## src/rtl/decode_issue_stage_pkg.sv

```systemverilog
// Shared decode definitions: RV32I opcodes, ALU/result encodings, FSM states
// and the packed control bundle carried across the D/E boundary.
package decode_issue_stage_pkg;

  localparam logic [6:0] OP_LUI      = 7'b0110111;
  localparam logic [6:0] OP_AUIPC    = 7'b0010111;
  localparam logic [6:0] OP_JAL      = 7'b1101111;
  localparam logic [6:0] OP_JALR     = 7'b1100111;
  localparam logic [6:0] OP_BRANCH   = 7'b1100011;
  localparam logic [6:0] OP_LOAD     = 7'b0000011;
  localparam logic [6:0] OP_STORE    = 7'b0100011;
  localparam logic [6:0] OP_IMM      = 7'b0010011;
  localparam logic [6:0] OP_OP       = 7'b0110011;
  localparam logic [6:0] OP_MISC_MEM = 7'b0001111;
  localparam logic [6:0] OP_SYSTEM   = 7'b1110011;

  typedef enum logic [3:0] {
    ALU_ADD   = 4'd0,
    ALU_SUB   = 4'd1,
    ALU_SLL   = 4'd2,
    ALU_SLT   = 4'd3,
    ALU_SLTU  = 4'd4,
    ALU_XOR   = 4'd5,
    ALU_SRL   = 4'd6,
    ALU_SRA   = 4'd7,
    ALU_OR    = 4'd8,
    ALU_AND   = 4'd9,
    ALU_PASSB = 4'd10
  } alu_ctrl_e;

  typedef enum logic [1:0] {
    RES_ALU = 2'd0,
    RES_MEM = 2'd1,
    RES_PC4 = 2'd2
  } result_src_e;

  typedef enum logic {
    ST_RUN  = 1'b0,
    ST_HALT = 1'b1
  } issue_state_e;

  // Everything a bubble must clear lives in this bundle, so a bubble is '0.
  typedef struct packed {
    alu_ctrl_e   alu_ctrl;
    logic        alu_src_a;
    logic        alu_src_b;
    logic        mem_read;
    logic        mem_write;
    logic        reg_write;
    result_src_e result_src;
    logic        branch;
    logic        jump;
    logic        jump_reg;
    logic        halt;
    logic        illegal;
  } ctrl_t;

  // Shared by OP and OP-IMM; 'alt' is the funct7[5] qualifier, already
  // masked by the caller where it must not apply (ADDI with a negative imm).
  function automatic alu_ctrl_e alu_from_funct3(input logic [2:0] funct3,
                                                input logic       alt);
    alu_ctrl_e op;
    case (funct3)
      3'b000:  op = alt ? ALU_SUB : ALU_ADD;
      3'b001:  op = ALU_SLL;
      3'b010:  op = ALU_SLT;
      3'b011:  op = ALU_SLTU;
      3'b100:  op = ALU_XOR;
      3'b101:  op = alt ? ALU_SRA : ALU_SRL;
      3'b110:  op = ALU_OR;
      default: op = ALU_AND;
    endcase
    return op;
  endfunction

endpackage

```

## src/rtl/decode_issue_stage_imm_gen.sv

```systemverilog
// Immediate generator: picks the I/S/B/U/J layout from the opcode and
// sign-extends to XLEN. Opcodes without an immediate fall back to I-type.
module imm_gen
  import decode_issue_stage_pkg::*;
#(
  parameter int XLEN = 32
) (
  input  logic [31:0]     instr,
  output logic [XLEN-1:0] imm
);

  logic [31:0] imm32;

  // Format select and bit scatter for the 32-bit immediate.
  always_comb begin
    imm32 = '0;
    case (instr[6:0])
      OP_LUI, OP_AUIPC: imm32 = {instr[31:12], 12'b0};
      OP_JAL:           imm32 = {{12{instr[31]}}, instr[19:12], instr[20],
                                 instr[30:21], 1'b0};
      OP_BRANCH:        imm32 = {{20{instr[31]}}, instr[7], instr[30:25],
                                 instr[11:8], 1'b0};
      OP_STORE:         imm32 = {{21{instr[31]}}, instr[30:25], instr[11:7]};
      default:          imm32 = {{21{instr[31]}}, instr[30:20]};
    endcase
  end

  assign imm = XLEN'($signed(imm32));

endmodule

```

## src/rtl/decode_issue_stage.sv

```systemverilog
// RV32I decode/issue stage: decodes Instr_D, drives RF read addresses,
// detects load-use hazards and registers decoded control into the D/E slot.
//
//   state   | meaning
//   --------+-----------------------------------------------------------
//   ST_RUN  | normal issue; Flush_E > load-use stall > issue
//   ST_HALT | SYSTEM/illegal op issued; stall D and bubble E until
//           | Resume (issue resumes that cycle) or Flush_E
module decode_issue_stage
  import decode_issue_stage_pkg::*;
#(
  parameter int XLEN  = 32,
  parameter int RBITS = 5
) (
  input  logic             clk,
  input  logic             rst,
  input  logic             InstrValid_D,
  input  logic [31:0]      Instr_D,
  input  logic [XLEN-1:0]  PC_D,
  input  logic             Flush_E,
  input  logic             Resume,
  output logic [RBITS-1:0] RdAddress1,
  output logic [RBITS-1:0] RdAddress2,
  output logic             Stall_D,
  output logic             Valid_E,
  output logic [XLEN-1:0]  PC_E,
  output logic [XLEN-1:0]  Imm_E,
  output logic [RBITS-1:0] Rs1_E,
  output logic [RBITS-1:0] Rs2_E,
  output logic [RBITS-1:0] Rd_E,
  output logic [3:0]       ALUCtrl_E,
  output logic             ALUSrcA_E,
  output logic             ALUSrcB_E,
  output logic             MemRead_E,
  output logic             MemWrite_E,
  output logic             RegWrite_E,
  output logic [1:0]       ResultSrc_E,
  output logic             Branch_E,
  output logic             Jump_E,
  output logic             JumpReg_E,
  output logic [2:0]       Funct3_E,
  output logic             Halt_E,
  output logic             IllegalInstr_E
);

  logic [6:0]       opcode;
  logic [2:0]       funct3;
  logic [RBITS-1:0] rs1;
  logic [RBITS-1:0] rs2;
  logic [RBITS-1:0] rd;
  logic [XLEN-1:0]  imm_d;
  ctrl_t            dec_ctrl;

  logic             uses_rs1;
  logic             uses_rs2;
  logic             load_use;

  issue_state_e     state;
  issue_state_e     state_nxt;
  logic             stall_raw;
  logic             issue;

  logic             e_valid;
  logic [XLEN-1:0]  e_pc;
  logic [XLEN-1:0]  e_imm;
  logic [RBITS-1:0] e_rs1;
  logic [RBITS-1:0] e_rs2;
  logic [RBITS-1:0] e_rd;
  logic [2:0]       e_funct3;
  ctrl_t            e_ctrl;

  assign opcode = Instr_D[6:0];
  assign funct3 = Instr_D[14:12];
  assign rd     = Instr_D[7 +: RBITS];
  assign rs1    = Instr_D[15 +: RBITS];
  assign rs2    = Instr_D[20 +: RBITS];

  // The RF registers its read data on the same edge as the D/E slot, so
  // these go straight from the instruction word.
  assign RdAddress1 = rs1;
  assign RdAddress2 = rs2;

  imm_gen #(
    .XLEN (XLEN)
  ) u_imm_gen (
    .instr (Instr_D),
    .imm   (imm_d)
  );

  // Main control decode; unknown opcodes raise illegal with every enable low.
  always_comb begin
    dec_ctrl = '0;
    case (opcode)
      OP_LUI: begin
        dec_ctrl.alu_ctrl  = ALU_PASSB;
        dec_ctrl.alu_src_b = 1'b1;
        dec_ctrl.reg_write = 1'b1;
      end
      OP_AUIPC: begin
        dec_ctrl.alu_src_a = 1'b1;
        dec_ctrl.alu_src_b = 1'b1;
        dec_ctrl.reg_write = 1'b1;
      end
      OP_JAL: begin
        dec_ctrl.alu_src_b  = 1'b1;
        dec_ctrl.reg_write  = 1'b1;
        dec_ctrl.result_src = RES_PC4;
        dec_ctrl.jump       = 1'b1;
      end
      OP_JALR: begin
        dec_ctrl.alu_src_b  = 1'b1;
        dec_ctrl.reg_write  = 1'b1;
        dec_ctrl.result_src = RES_PC4;
        dec_ctrl.jump_reg   = 1'b1;
      end
      OP_BRANCH: begin
        dec_ctrl.alu_ctrl = ALU_SUB;
        dec_ctrl.branch   = 1'b1;
      end
      OP_LOAD: begin
        dec_ctrl.alu_src_b  = 1'b1;
        dec_ctrl.mem_read   = 1'b1;
        dec_ctrl.reg_write  = 1'b1;
        dec_ctrl.result_src = RES_MEM;
      end
      OP_STORE: begin
        dec_ctrl.alu_src_b = 1'b1;
        dec_ctrl.mem_write = 1'b1;
      end
      OP_IMM: begin
        // funct7[5] is immediate data except for the SRLI/SRAI pair.
        dec_ctrl.alu_ctrl  = alu_from_funct3(funct3,
                                             Instr_D[30] & (funct3 == 3'b101));
        dec_ctrl.alu_src_b = 1'b1;
        dec_ctrl.reg_write = 1'b1;
      end
      OP_OP: begin
        dec_ctrl.alu_ctrl  = alu_from_funct3(funct3, Instr_D[30]);
        dec_ctrl.reg_write = 1'b1;
      end
      OP_MISC_MEM: begin
        // FENCE has nothing to do in an in-order core: plain NOP.
      end
      OP_SYSTEM: begin
        dec_ctrl.halt = 1'b1;
      end
      default: begin
        dec_ctrl.illegal = 1'b1;
      end
    endcase
    if (rd == '0) begin
      dec_ctrl.reg_write = 1'b0;
    end
  end

  // Load-use detection against the load currently sitting in E.
  always_comb begin
    uses_rs1 = !((opcode == OP_LUI) || (opcode == OP_AUIPC) || (opcode == OP_JAL));
    uses_rs2 = (opcode == OP_BRANCH) || (opcode == OP_STORE) || (opcode == OP_OP);
    load_use = InstrValid_D & e_valid & e_ctrl.mem_read & (e_rd != '0) &
               ((uses_rs1 & (e_rd == rs1)) | (uses_rs2 & (e_rd == rs2)));
  end

  // Issue FSM next-state and stall/issue decision.
  always_comb begin
    state_nxt = state;
    stall_raw = 1'b0;
    issue     = 1'b0;
    case (state)
      ST_RUN: begin
        if (Flush_E) begin
          issue = 1'b0;
        end else if (load_use) begin
          stall_raw = 1'b1;
        end else begin
          issue = InstrValid_D;
        end
      end
      ST_HALT: begin
        if (Flush_E) begin
          state_nxt = ST_RUN;
        end else if (Resume) begin
          // E only holds bubbles here, so no hazard can be pending.
          state_nxt = ST_RUN;
          issue     = InstrValid_D;
        end else begin
          stall_raw = 1'b1;
        end
      end
      default: begin
        state_nxt = ST_RUN;
      end
    endcase
    if (issue && (dec_ctrl.halt || dec_ctrl.illegal)) begin
      state_nxt = ST_HALT;
    end
  end

  // IF must not be frozen while the pipeline is being reset.
  assign Stall_D = rst & stall_raw;

  // State register and D/E slot; a bubble clears the whole slot.
  always_ff @(posedge clk) begin
    if (!rst) begin
      state    <= ST_RUN;
      e_valid  <= 1'b0;
      e_pc     <= '0;
      e_imm    <= '0;
      e_rs1    <= '0;
      e_rs2    <= '0;
      e_rd     <= '0;
      e_funct3 <= '0;
      e_ctrl   <= '0;
    end else begin
      state    <= state_nxt;
      e_valid  <= issue;
      e_pc     <= issue ? PC_D     : '0;
      e_imm    <= issue ? imm_d    : '0;
      e_rs1    <= issue ? rs1      : '0;
      e_rs2    <= issue ? rs2      : '0;
      e_rd     <= issue ? rd       : '0;
      e_funct3 <= issue ? funct3   : '0;
      e_ctrl   <= issue ? dec_ctrl : '0;
    end
  end

  assign Valid_E        = e_valid;
  assign PC_E           = e_pc;
  assign Imm_E          = e_imm;
  assign Rs1_E          = e_rs1;
  assign Rs2_E          = e_rs2;
  assign Rd_E           = e_rd;
  assign Funct3_E       = e_funct3;
  assign ALUCtrl_E      = e_ctrl.alu_ctrl;
  assign ALUSrcA_E      = e_ctrl.alu_src_a;
  assign ALUSrcB_E      = e_ctrl.alu_src_b;
  assign MemRead_E      = e_ctrl.mem_read;
  assign MemWrite_E     = e_ctrl.mem_write;
  assign RegWrite_E     = e_ctrl.reg_write;
  assign ResultSrc_E    = e_ctrl.result_src;
  assign Branch_E       = e_ctrl.branch;
  assign Jump_E         = e_ctrl.jump;
  assign JumpReg_E      = e_ctrl.jump_reg;
  assign Halt_E         = e_ctrl.halt;
  assign IllegalInstr_E = e_ctrl.illegal;

endmodule

```

## config.mk

```make
export PLATFORM = sky130hd
export DESIGN_NAME = decode_issue_stage
export DESIGN_NICKNAME = d
export VERILOG_FILES = /design/src/rtl/decode_issue_stage_pkg.sv /design/src/rtl/decode_issue_stage_imm_gen.sv /design/src/rtl/decode_issue_stage.sv
export SDC_FILE = /design/constraint.sdc
export NUM_CORES = 1
export LEC_CHECK = 0
export ABC_AREA = 1
export CAP_MARGIN = 20
export CELL_PAD_IN_SITES_DETAIL_PLACEMENT = 1
export CELL_PAD_IN_SITES_GLOBAL_PLACEMENT = 1
export CORE_MARGIN = 8
export CORE_UTILIZATION = 29
export DETAILED_ROUTE_END_ITERATION = 7
export GPL_TIMING_DRIVEN = 0
export HOLD_SLACK_MARGIN = 0.1
export PLACE_DENSITY = 0.79
export RECOVER_POWER = 100
export REMOVE_ABC_BUFFERS = 1
export SLEW_MARGIN = 15
export SYNTH_ARGS = -nofsm -noshare
export SYNTH_HDL_FRONTEND = slang
export SYNTH_HIERARCHICAL = 1
export SYNTH_SLANG_ARGS = --single-unit
```

## constraint.sdc

```tcl
create_clock -name clk -period 2.2 [get_ports clk]
set_clock_uncertainty 0.1 [all_clocks]
set_input_delay 0.55 -clock clk [delete_from_list [all_inputs] [get_ports clk]]
set_output_delay 0.55 -clock clk [all_outputs]
set_load 0.01 [all_outputs]
```

==> flow_summary.yaml <==
clock_network:
  cts_hold_buf: 0
  clock_sinks: 99
  clockBufferDepth: 2
  htree_levels: 3
  cts-root-buf: "clkbuf_16"
  clkLatencyLatePin_ns: 0.34
  cts_buffers: 9
  clkTransAtPathRegs_ns: 0.06
  cts_tree: "built"
critical_path:
  critical_path_class: "primary input to output pin"
  cp_max_fo: 3
  crit_arrival_ns: 1.56
  critical_path.endpoint_type: "output pin"
  critPathLaunchType: "primary input"
  crit_required_ns: 1.55
global_route:
  antenna_found_initial: 0
  grt_pass1_wl_um: 21090
  grt_pass1_vias: 4036
  grt_overflow_total: 0
  grt_max_degree: 49
  grt.total_usage: 0.1488
timing:
  hold_viol_final: 0
  fmax_ghz: 0.4527
  rsz0062_at_grt: "yes"
  setup_violations: 1
  hold-worst-slack_ns: 0.3763
  setup_slack_ns: -0.008752
  slew_violations: 0
  relSlewSlack: 0.7206
  period_minus_slack_ns: 2.209
  max_slew.worst_pin.slew_ns: 0.4186
  post-route-period-util: 1.004
outcome:
  status: "complete, but fails checks"
  failed_checks: "negative setup slack"
power_and_ir_drop:
  power_w: 0.003900
  p_leak_nw: 3.285
  power_density_nw_per_um2: 628.3
  ir_drop_mv: 0.3061
layout:
  postLayoutCoreUtil: 0.4524
  fillers: 1668
  fin_nets: 760
  final_cells: 876
  area_growth_pct: 53.88
  diodes: 0
  layout-drive-gt1-share: 0.1336
die:
  die_w_um: 133.9
  core_um2: 13720
  io_pins: 179
  rows: 43
  die_area_um2: 17940
  die_y_um: 133.9
  start_util: 0.2940
yosys:
  synth_ff_type: "dfxtp_1"
  synth-simple-area-share: 0.2726
  synth_edf_count: 0
  ys_seq_area_frac: 0.4913
  synth_most_common_cell: "nor2_1"
  ys_top_cells_by_area: "dfxtp_1 49%, nor2_1 11%, inv_1 11%"
  syn_inst: 525
  synth_seq_cells: 99
  synth_top_family_by_area: "simple AND/OR/NAND/NOR gates"
  synthAdderAreaFrac: 0
  synth_cell_types: 30
  yosysTopAreaCell: "dfxtp_1"
  synth_compound_area_frac: 0.05242
  syn_avg_cell_area_um2: 7.684
  synth.top_cell.area_share: 0.4913
  async_reset_ff_frac: 0
  synth_xor_area_frac: 0.01520
  synth_common_cells: "122 x nor2_1, 118 x inv_1, 99 x dfxtp_1"
  synthMuxAreaShare: 0
  synth_area_um2: 4034
  yosysWarnings: 6
drt:
  drt_pass1_iterations: 4
  dr.first_iter.drc_count: 157
  routed_wirelength_um: 13430
  avgRoutedWirePerCell_um: 15.33
  drt.antenna.violating_nets: 0
  viasPerCell: 4.293
  dr_total_vias: 3761
  remaining_drc_errors: 0
place:
  post-place-cells: 857
  post-dp-hpwl_um: 10280
  portBuffers: 178
  place.gp.congestion: 0.7638
hold_path:
  hold_path.class: "primary input to flip-flop"
run:
  max-cap-violations: 0
==> what timing repair did <==
| action | CTS | global route |
|---|---|---|
| endpoints found under the setup margin | 107 | 8 |
| pin swaps | 6 | 8 |
| gates cloned | 1 | 0 |
| endpoints found under the hold margin | 0 | 0 |
| gates resized for setup | 79 | 46 |
| setup buffers | 2 | 0 |
==> worst max-delay path: stages <==
cell and delay, ns:
clkdlybuf4s50_1 0.43, nor2_2 0.22, inv_1 0.08, a21oi_2 0.13, buf_2 0.14
==> kinds of logic after synthesis <==
kind of cell,after synthesis
XOR/XNOR,7
buffers and inverters,148
AND/OR/NAND/NOR,246
flip-flops,99
AO/OA/AOI/OAI,25
==> sequential cells by signal, indices dropped and copies added, names as in the netlist <==
name,flops
Jump_E,1
Rd_E,5
ALUCtrl_E,4
PC_E,32
Halt_E,1
Rs2_E,5
Valid_E,1
ALUSrcA_E,1
state,1
Funct3_E,3
JumpReg_E,1
Branch_E,1
MemWrite_E,1
RegWrite_E,1
ResultSrc_E,2
Rs1_E,5
ALUSrcB_E,1
IllegalInstr_E,1
Imm_E,32
==> report_power, final <==
group	switching (W)	total (W)	internal (W)
Clock	0.000648	0.00156	0.000914
Sequential	0.0000130	0.00185	0.00183
Combinational	0.000258	0.000490	0.000232
Total	0.000919	0.00390	0.00298
==> layout make-up <==
cell class | instances | area (um2) | area share
Clock buffer | 12 | 246.5 | 0.03971
Clock inverter | 4 | 48.80 | 0.007861
Inverter | 122 | 460.4 | 0.07418
Multi-Input combinational cell | 279 | 1500 | 0.2417
Sequential cell | 99 | 1989 | 0.3205
Tap cell | 180 | 225.2 | 0.03628
Timing Repair Buffer | 180 | 1737 | 0.2798
==> final timing paths <==
path                    start       end  depth (start not counted)  slack, ns
setup / recovery       Resume   Stall_D                          5     -0.009
hold / removal    Instr_D[17]  Rs1_E[2]                          3       0.38
setup reg to reg      Rd_E[2]  Branch_E                          8       0.39
hold reg to reg         state     state                          4       0.52
==> placed cells by master, fill, tap and decap left out, types with 5 or more instances in the layout <==
cell,instances
nand2_4,7
nor2_2,7
clkdlybuf4s50_1,52
clkbuf_16,9
o211ai_2,10
nand3_1,26
nor2_4,6
nand2_2,5
dfxtp_1,95
buf_2,9
inv_1,115
nand2_1,62
inv_2,6
dlygate4sd3_1,107
nor2_1,114
clkbuf_4,5
nand4_1,6
o21ai_0,5
==> metal layers <==
metal,wire length (um),GRT usage
met3,864,0.03927
met5,0,0
met1,5309,0.1548
met4,227,0.05989
met2,7032,0.2770
==> per-stage QoR <==
stage               setup WS (ns)  setup TNS [ns]  area (um2)
floorplan                  0.1275               0        3812
finish                  -0.008752       -0.008752        6207
CTS                       -0.1157         -0.1157        6200
detailed placement         -1.170          -96.00        5819
global route             -0.07654        -0.07654        6207
global placement           -1.154          -93.35        5819
Power figures use the tool's default switching activity.
